--- config.mk ---
export PLATFORM = sky130hd
export DESIGN_NAME = mem_port_arbiter
export DESIGN_NICKNAME = d
export VERILOG_FILES = /design/src/rtl/mem_arb_pkg.sv /design/src/rtl/mem_lat_counter.sv /design/src/rtl/mem_port_arbiter.sv
export SDC_FILE = /design/constraint.sdc
export NUM_CORES = 1
export LEC_CHECK = 0
export CORE_MARGIN = 2
export CORE_UTILIZATION = 46
export DETAILED_ROUTE_END_ITERATION = 10
export PLACE_DENSITY = 0.87
export SLEW_MARGIN = 20
export SYNTH_ARGS = -nofsm -noshare
export SYNTH_HDL_FRONTEND = slang
export SYNTH_SLANG_ARGS = --single-unit
--- constraint.sdc ---
create_clock -name clk -period 3.45 [get_ports clk]
set_clock_uncertainty 0.05 [all_clocks]
set_input_delay 0.345 -clock clk [delete_from_list [all_inputs] [get_ports clk]]
set_output_delay 0.345 -clock clk [all_outputs]
set_load 0.03 [all_outputs]
--- src/rtl/mem_arb_pkg.sv ---
// Shared types and constants for the unified-memory port arbiter.
package mem_arb_pkg;

  localparam int WORD_W = 16;

  localparam logic OWNER_IF = 1'b0;
  localparam logic OWNER_D  = 1'b1;

  typedef enum logic [1:0] {
    IDLE  = 2'd0,
    ISSUE = 2'd1,
    WAIT  = 2'd2,
    DONE  = 2'd3
  } arb_state_e;

endpackage

--- src/rtl/mem_lat_counter.sv ---
// Loadable down-counter timing the fixed memory latency; last flags the final wait cycle.
module mem_lat_counter #(
  parameter int MEM_LAT = 2
) (
  input  logic clk,
  input  logic rst,
  input  logic load,
  input  logic en,
  output logic last
);

  localparam int CNT_W = $clog2(MEM_LAT + 1);
  localparam logic [CNT_W-1:0] CNT_LOAD = CNT_W'(MEM_LAT);
  localparam logic [CNT_W-1:0] CNT_ONE  = CNT_W'(1);
  localparam logic [CNT_W-1:0] CNT_ZERO = CNT_W'(0);

  logic [CNT_W-1:0] cnt_r;

  // Latency count: load on issue, count down while waiting, park at zero.
  always_ff @(posedge clk or posedge rst) begin
    if (rst) begin
      cnt_r <= CNT_ZERO;
    end else if (load) begin
      cnt_r <= CNT_LOAD;
    end else if (en && (cnt_r != CNT_ZERO)) begin
      cnt_r <= cnt_r - CNT_ONE;
    end else begin
      cnt_r <= cnt_r;
    end
  end

  assign last = (cnt_r == CNT_ONE);

endmodule

--- src/rtl/mem_port_arbiter.sv ---
// Serialises fetch (IF) and data (D) accesses onto one fixed-latency memory.
// D has priority; a saturating starvation counter forces an IF grant after STARVE_MAX D grants.
module mem_port_arbiter
  import mem_arb_pkg::*;
#(
  parameter int MEM_LAT    = 2,
  parameter int STARVE_MAX = 4
) (
  input  logic              clk,
  input  logic              rst,
  input  logic              if_req,
  input  logic [WORD_W-1:0] if_addr,
  output logic              if_ack,
  output logic [WORD_W-1:0] if_rdata,
  input  logic              d_re,
  input  logic              d_we,
  input  logic [WORD_W-1:0] d_addr,
  input  logic [WORD_W-1:0] d_wdata,
  output logic              d_ack,
  output logic [WORD_W-1:0] d_rdata,
  output logic              mem_en,
  output logic              mem_we,
  output logic [WORD_W-1:0] mem_addr,
  output logic [WORD_W-1:0] mem_wdata,
  input  logic [WORD_W-1:0] mem_rdata,
  output logic              busy,
  output logic              owner
);

  localparam int STARVE_W = $clog2(STARVE_MAX + 1);
  localparam logic [STARVE_W-1:0] STARVE_LIM  = STARVE_W'(STARVE_MAX);
  localparam logic [STARVE_W-1:0] STARVE_ONE  = STARVE_W'(1);
  localparam logic [STARVE_W-1:0] STARVE_ZERO = STARVE_W'(0);
  localparam logic [WORD_W-1:0]   WORD_ZERO   = {WORD_W{1'b0}};

  arb_state_e          state_r, state_s;
  logic [STARVE_W-1:0] starve_r, starve_s;
  logic                owner_r, owner_s;
  logic                we_r, we_s;
  logic                mem_en_r, mem_en_s;
  logic                mem_we_r, mem_we_s;
  logic [WORD_W-1:0]   mem_addr_r, mem_addr_s;
  logic [WORD_W-1:0]   mem_wdata_r, mem_wdata_s;
  logic                if_ack_r, if_ack_s;
  logic                d_ack_r, d_ack_s;
  logic [WORD_W-1:0]   if_rdata_r, if_rdata_s;
  logic [WORD_W-1:0]   d_rdata_r, d_rdata_s;
  logic                busy_r, busy_s;
  logic                d_req_s, grant_d_s;
  logic                lat_load_s, lat_en_s, lat_last_s;
  logic [WORD_W-1:0]   rdata_s;

  mem_lat_counter #(.MEM_LAT(MEM_LAT)) u_lat (
    .clk  (clk),
    .rst  (rst),
    .load (lat_load_s),
    .en   (lat_en_s),
    .last (lat_last_s)
  );

  // Next-state and next-output decode; every output is produced one register stage later.
  always_comb begin
    state_s     = state_r;
    starve_s    = starve_r;
    owner_s     = owner_r;
    we_s        = we_r;
    mem_en_s    = 1'b0;
    mem_we_s    = 1'b0;
    mem_addr_s  = mem_addr_r;
    mem_wdata_s = mem_wdata_r;
    if_ack_s    = 1'b0;
    d_ack_s     = 1'b0;
    if_rdata_s  = if_rdata_r;
    d_rdata_s   = d_rdata_r;
    lat_load_s  = 1'b0;
    lat_en_s    = 1'b0;
    d_req_s     = d_re | d_we;
    grant_d_s   = d_req_s && (!if_req || (starve_r < STARVE_LIM));
    rdata_s     = we_r ? WORD_ZERO : mem_rdata;

    case (state_r)
      IDLE: begin
        if (grant_d_s) begin
          state_s     = ISSUE;
          owner_s     = OWNER_D;
          we_s        = d_we;
          mem_en_s    = 1'b1;
          mem_we_s    = d_we;
          mem_addr_s  = d_addr;
          mem_wdata_s = d_wdata;
          if (if_req) begin
            starve_s = (starve_r == STARVE_LIM) ? starve_r : (starve_r + STARVE_ONE);
          end else begin
            starve_s = STARVE_ZERO;
          end
        end else if (if_req) begin
          state_s     = ISSUE;
          owner_s     = OWNER_IF;
          we_s        = 1'b0;
          mem_en_s    = 1'b1;
          mem_we_s    = 1'b0;
          mem_addr_s  = if_addr;
          mem_wdata_s = WORD_ZERO;
          starve_s    = STARVE_ZERO;
        end else begin
          state_s = IDLE;
        end
      end
      ISSUE: begin
        lat_load_s = 1'b1;
        state_s    = WAIT;
      end
      WAIT: begin
        lat_en_s = 1'b1;
        // The ack register doubles as the capture register, so data lands with the pulse.
        if (lat_last_s) begin
          state_s = DONE;
          if (owner_r == OWNER_D) begin
            d_ack_s   = 1'b1;
            d_rdata_s = rdata_s;
          end else begin
            if_ack_s   = 1'b1;
            if_rdata_s = rdata_s;
          end
        end else begin
          state_s = WAIT;
        end
      end
      DONE: begin
        state_s = IDLE;
      end
      default: begin
        state_s = IDLE;
      end
    endcase

    busy_s = (state_s != IDLE);
  end

  // State and registered-output update; reset abandons any in-flight access.
  always_ff @(posedge clk or posedge rst) begin
    if (rst) begin
      state_r     <= IDLE;
      starve_r    <= STARVE_ZERO;
      owner_r     <= OWNER_IF;
      we_r        <= 1'b0;
      mem_en_r    <= 1'b0;
      mem_we_r    <= 1'b0;
      mem_addr_r  <= WORD_ZERO;
      mem_wdata_r <= WORD_ZERO;
      if_ack_r    <= 1'b0;
      d_ack_r     <= 1'b0;
      if_rdata_r  <= WORD_ZERO;
      d_rdata_r   <= WORD_ZERO;
      busy_r      <= 1'b0;
    end else begin
      state_r     <= state_s;
      starve_r    <= starve_s;
      owner_r     <= owner_s;
      we_r        <= we_s;
      mem_en_r    <= mem_en_s;
      mem_we_r    <= mem_we_s;
      mem_addr_r  <= mem_addr_s;
      mem_wdata_r <= mem_wdata_s;
      if_ack_r    <= if_ack_s;
      d_ack_r     <= d_ack_s;
      if_rdata_r  <= if_rdata_s;
      d_rdata_r   <= d_rdata_s;
      busy_r      <= busy_s;
    end
  end

  assign if_ack    = if_ack_r;
  assign if_rdata  = if_rdata_r;
  assign d_ack     = d_ack_r;
  assign d_rdata   = d_rdata_r;
  assign mem_en    = mem_en_r;
  assign mem_we    = mem_we_r;
  assign mem_addr  = mem_addr_r;
  assign mem_wdata = mem_wdata_r;
  assign busy      = busy_r;
  assign owner     = owner_r;

endmodule

==> flow_metrics.tcl, run 1 <==
set metrics [dict create \
    slowest_delay_ns 0.69 \
    postPlaceCellArea_um2 4656 \
    drive_above_1_share_pct 9.005 \
    cp_slowest_cell "clkdlybuf4s50_1" \
    synth_xor_xnor_area_share_pct 0.2679 \
    io_pins 139 \
    synth_top_area_share_pct 59.70 \
    slew_headroom_pct 51.25 \
    crit_arrival_ns 1.44 \
    drt_iter0_markers 94 \
    grt_pass1_wl_um 11880 \
    clock_path_buffers 2 \
    multi_input_area_um2 1146 \
    num_rows 30 \
    synthFlopType "dfrtp_1" \
    end_kind "output pin" \
    worstSkewPairLatency_ns 0.34 \
    hold_slack_ns 0.4318 \
    viasPerCell 4.925 \
    critPathKind "flip-flop to output pin" \
    n_antenna_cell 0 \
    synth.area.top_cells "dfrtp_1, nand2_1, o21ai_0" \
    finalInstanceArea_um2 4876 \
    cts_sinks 78 \
    path_cells "clkdlybuf4s50_1" \
    synth.avg_cell_area_um2 11.63 \
    cts_tree "yes" \
    grt_antenna_before_repair 0 \
    stdcell_count 518 \
    ys_types 30 \
    max_cap_viol_count 0 \
    fp.dieH_um 88.31 \
    synth_edf_count 0 \
    totalPowerFinal_mw 4.833 \
    status "complete, no violations" \
    rsz0062_at_grt "no" \
    post-route-util_pct 71.37 \
    synth_compound_area_share_pct 16.26 \
    coreArea_um2 6832 \
    yosys.area_share.simple_pct 10.41 \
    wl_per_cell_um 14.73 \
    yosysTopAreaCell "dfrtp_1" \
    nFillCells 524 \
    setup_viol 0 \
    area_delta_synth_final_pct 49.14 \
    ctsHoldBuffers 0 \
    post-synth-top-count-cell "dfrtp_1" \
    vias 2551 \
    critPathTopFamily "buffers and inverters" \
    start_util_pct 47.86 \
    syn_nets 358 \
    clk_pin_slew_worst_paths_ns 0.08 \
    synthArstFlopShare_pct 100.0 \
    gr-total-overflow 0 \
    min_period_ns 1.839 \
    grtUsageTotal_pct 19.93 \
    dp_worst_setup_slack_ns 1.345 \
    ys_ff_latch 78 \
    post_cts_buffers 0 \
    first_pass_iters 4 \
    wl_um 7632 \
    critPathLaunchType "flip-flop" \
    worstPathMaxFanout 4 \
    fmax_mhz 543.8 \
    dpl.cell_count 501 \
    routabilityCongestion 0.7739 \
    ant_nets 0 \
    synthTopCellsByCount "dfrtp_1, nand2_1, o21ai_0" \
    power.leakage_nw 2.164 \
    cts_resized 0 \
    path_buf_inv 1 \
    numCtsBuffers 9 \
    cp_data_required_time_ns 3.05 \
    hold_violations 0 \
    worst_slew_pin_slew_ns 0.7312 \
    place_hpwl_um 5525 \
    die_area_um2 7798 \
    fin_tns_setup_ns 0 \
    synth_cells 281 \
    die_x_um 88.31 \
    grt_pass1_vias 2598 \
    grt_max_degree 63 \
    synth_area_um2 3269 \
    synth_mux_area_share_pct 4.899 \
    ys_seq_area_share_pct 59.70 \
    period_share_pct 53.30 \
    synth_top_family_by_area "compound AO/OA/AOI/OAI gates" \
    slew_violations 0 \
    final_nets 494 \
    regArea_um2 1952 \
    holdCritPathClass "flip-flop to flip-flop" \
    drcViolationCount 0 \
    port_buffers 138 \
    h-tree-depth 3 \
    vdd_drop_max_v 0.0004417 \
    yosysWarnings 0 \
    cts-root-buf "clkbuf_8" \
    power_density_nw_per_um2 991.1 \
    synth_adder_area_share_pct 3.062 \
    setup_ws_ns 1.611 \
]
-- layout by cell type (no fill, tap or decap), types with 2 or more instances in the layout --
cell type and count:
nor2_1 2, ha_1 8, o21ai_1 13, clkinvlp_4 2, o21ai_0 37, buf_4 3
clkinv_4 2, clkbuf_8 9, a22o_2 12, a22o_1 5, clkdlybuf4s50_1 138, nand2_1 50
dfrtp_1 78, inv_1 9, nand2b_1 17, mux2i_1 16
-- registers in the layout, indices dropped and copies added, names as in the netlist --
name         cells
busy             1
d_ack            1
d_rdata         16
if_ack           1
if_rdata        16
mem_addr        16
mem_en           1
mem_wdata       16
mem_we           1
owner            1
starve_r         3
state_r          2
u_lat.cnt_r      2
we_r             1
-- where the power goes --
group | internal, mW | leakage, nW | switching, mW
Combinational | 1.10 | 1.11 | 1.45
Sequential | 1.35 | 0.961 | 0.259
Clock | 0.339 | 0.0931 | 0.339
-- area by class of cell --
type / count / area share, %
well taps: 96 / 2.463
flip-flops and latches: 78 / 40.03
clock buffers: 10 / 2.617
clock inverters: 6 / 1.463
inverters: 10 / 0.8211
repair buffers: 142 / 29.10
multi-input cells: 176 / 23.51
-- worst min-delay path, stage by stage (launching register included) --
cell,delay [ns]
dfrtp_1,0.35
nand2_1,0.05
o21ai_0,0.06
-- kinds of logic (layout without fill, tap and decap cells) --
| kind of cell | Yosys count | after routing |
|---|---|---|
| AO/OA/AOI/OAI | 76 | 76 |
| XOR/XNOR | 1 | 1 |
| adder cells (fa/ha/maj) | 8 | 8 |
| buffers and inverters | 27 | 168 |
| flip-flops | 78 | 78 |
| multiplexers | 16 | 16 |
| AND/OR/NAND/NOR | 75 | 75 |
-- layer usage --
metal	vias to the layer above	wire length, um	track usage (%)
li1	1229	-	-
met1	1206	3195	23.21
met2	106	3724	34.11
met3	10	579	6.437
met4	0	132	8.127
met5	-	0	0
-- final timing paths --
check,cells past startpoint,end,slack [ns],from
max in group asynchronous,3,if_rdata[11]$_DFFE_PP0P_,2.19,rst
min in group asynchronous,2,mem_addr[15]$_DFFE_PP0P_,0.44,rst
hold reg to reg,2,mem_addr[11]$_DFFE_PP0P_,0.43,mem_addr[11]$_DFFE_PP0P_
hold / removal,2,mem_addr[11]$_DFFE_PP0P_,0.43,mem_addr[11]$_DFFE_PP0P_
setup / recovery,1,owner,1.61,owner$_DFFE_PP0P_
setup reg to reg,5,starve_r[1]$_DFFE_PP0P_,1.66,state_r[0]$_DFF_PP0_
No activity file was read; power rests on OpenSTA's default activity.
==> run 2, diff against run 1 <==
--- a/config.mk
+++ b/config.mk
@@ -6,9 +6,9 @@
 export NUM_CORES = 1
 export LEC_CHECK = 0
 export CORE_MARGIN = 2
-export CORE_UTILIZATION = 46
+export CORE_UTILIZATION = 38
 export DETAILED_ROUTE_END_ITERATION = 10
-export PLACE_DENSITY = 0.87
+export PLACE_DENSITY = 0.77
 export SLEW_MARGIN = 20
 export SYNTH_ARGS = -nofsm -noshare
 export SYNTH_HDL_FRONTEND = slang
==> constraint.sdc (replaced) <==
create_clock -name clk -period 1.63 [get_ports clk]
set_clock_uncertainty 0.05 [all_clocks]
set_input_delay 0.163 -clock clk [delete_from_list [all_inputs] [get_ports clk]]
set_output_delay 0.163 -clock clk [all_outputs]
set_load 0.03 [all_outputs]
==> run 2 against run 1 <==
  * Via count down 0.12%
  * Cell area up 4.7%
  * Wire length down 1.1%
  * Critical path type unchanged
==> flow_metrics.tcl, run 2 (synthesis results as in run 1) <==
set metrics [dict create \
    drive_above_1_share_pct 10.49 \
    coreArea_um2 8258 \
    critPathLaunchType "flip-flop" \
    timing.rr.start "state_r[0]$_DFF_PP0_" \
    first_pass_iters 4 \
    period_share_pct 97.16 \
    cts_sinks 78 \
    wl_um 7547 \
    start_util_pct 39.59 \
    hold_violations 0 \
    hold_slack_ns 0.2071 \
    cp-startpoint "mem_addr[15]$_DFFE_PP0P_" \
    crit_arrival_ns 1.37 \
    max_cap_viol_count 0 \
    grt_antenna_before_repair 0 \
    numCtsBuffers 9 \
    io_pins 139 \
    num_rows 33 \
    routabilityCongestion 0.7110 \
    mostFrequentLayoutCells "clkdlybuf4s50_1, dfrtp_1, nand2_1, o21ai_0, dlymetal6s2s_1" \
    cts_tree "yes" \
    setup.worst_path.end "mem_addr[15]" \
    critPathKind "flip-flop to output pin" \
    port_buffers 138 \
    totalPowerFinal_mw 10.32 \
    gr-total-overflow 0 \
    worst_slew_pin_slew_ns 0.4581 \
    post_cts_buffers 0 \
    grtUsageTotal_pct 16.21 \
    drcViolationCount 0 \
    met1Wirelength_um 3219 \
    multi_input_area_um2 1144 \
    critPathTopFamily "buffers and inverters" \
    grt_max_degree 79 \
    setup_viol 0 \
    clock_path_buffers 2 \
    holdCritPathClass "input pin to asynchronous set/reset pin" \
    grt_pass1_vias 2640 \
    setup_ws_ns 0.04633 \
    ant_nets 0 \
    reg2reg_to "mem_wdata[6]$_DFFE_PP0P_" \
    finalInstanceArea_um2 5105 \
    worst_r2r_path_depth 6 \
    critical_path_depth 1 \
    slew_violations 0 \
    status "complete, no violations" \
    vdd_drop_max_v 0.0008356 \
    final_nets 502 \
    path_cells "clkdlybuf4s50_1" \
    postPlaceCellArea_um2 4800 \
    die_x_um 96.76 \
    min_period_ns 1.584 \
    place_hpwl_um 5402 \
    wl_met2_um 3743 \
    slew_headroom_pct 69.46 \
    cts-root-buf "clkbuf_8" \
    n_antenna_cell 0 \
    grt_pass1_wl_um 12430 \
    nFillCells 696 \
    worstSkewPairLatency_ns 0.33 \
    path_buf_inv 1 \
    vias 2548 \
    h-tree-depth 3 \
    slowest_delay_ns 0.69 \
    reg2reg_slack_ns 0.10 \
    area_delta_synth_final_pct 56.14 \
    wl_per_cell_um 14.13 \
    cp_slowest_cell "clkdlybuf4s50_1" \
    viasPerCell 4.772 \
    dp_worst_setup_slack_ns -0.07827 \
    die_area_um2 9362 \
    fmax_mhz 631.4 \
    clk_pin_slew_worst_paths_ns 0.08 \
    drt_iter0_markers 75 \
    power_density_nw_per_um2 2021 \
    end_kind "output pin" \
    top_layer_used "met4" \
    final_common_cell "clkdlybuf4s50_1" \
    worstPathMaxFanout 2 \
    regArea_um2 1952 \
    cp_data_required_time_ns 1.42 \
    power.leakage_nw 2.653 \
    fp.dieH_um 96.76 \
    wl_met3_um 525 \
]
run 2: cell types whose count changed in the layout (fill, tap and decap cells not counted), moves of 2 or more:
cell / change
buf_4: +4
clkinv_4: -2
dlymetal6s2s_1: +37
clkdlybuf4s50_1: -38
buf_12: +5
run 2: layout make-up:
class | count | area share, %
Clock buffer | 10 | 2.500
Timing Repair Buffer | 150 | 31.84
Tap cell | 105 | 2.574
Inverter | 10 | 0.8088
Sequential cell | 78 | 38.24
Clock inverter | 5 | 1.642
Multi-Input combinational cell | 176 | 22.40
run 2: metrics by stage:
stage / utilization, % / instances / setup TNS, ns
floorplan: - / 281 / 0
global placement: 58.12 / 519 / 0
detailed placement: 58.12 / 519 / -0.6165
CTS: 60.67 / 534 / 0
global route: 61.82 / 534 / -0.002255
finish: 61.82 / 534 / 0
run 2: how the worst min path moves through the flow:
stage	start	to	slack [ns]
after floorplan	d_wdata[4]	mem_wdata[4]$_DFFE_PP0P_	0.25
after global placement	d_rdata[13]$_DFFE_PP0P_	d_rdata[13]$_DFFE_PP0P_	0.41
after detailed placement	d_rdata[13]$_DFFE_PP0P_	d_rdata[13]$_DFFE_PP0P_	0.42
after CTS	rst	d_rdata[10]$_DFFE_PP0P_	0.23
after global routing	rst	if_rdata[11]$_DFFE_PP0P_	0.26
final	rst	d_rdata[11]$_DFFE_PP0P_	0.21
run 2: report_power, final:
| part | leakage (nW) | total [mW] | switching, mW | internal, mW |
|---|---|---|---|---|
| registers | 0.961 | 3.37 | 0.515 | 2.85 |
| logic | 1.59 | 5.41 | 3.06 | 2.35 |
| clock network | 0.0990 | 1.54 | 0.680 | 0.860 |
run 2: layer usage:
layer	vias up	GRT usage, %
li1	1235	-
met1	1214	19.28
met2	93	28.04
met3	6	4.986
met4	0	5.200
met5	-	0
run 2: what timing repair did:
item / CTS / global route
hold buffers: 0 / 0
gates cloned: 0 / 0
setup endpoints to repair: 1 / 47
resized for setup: 1 / 38
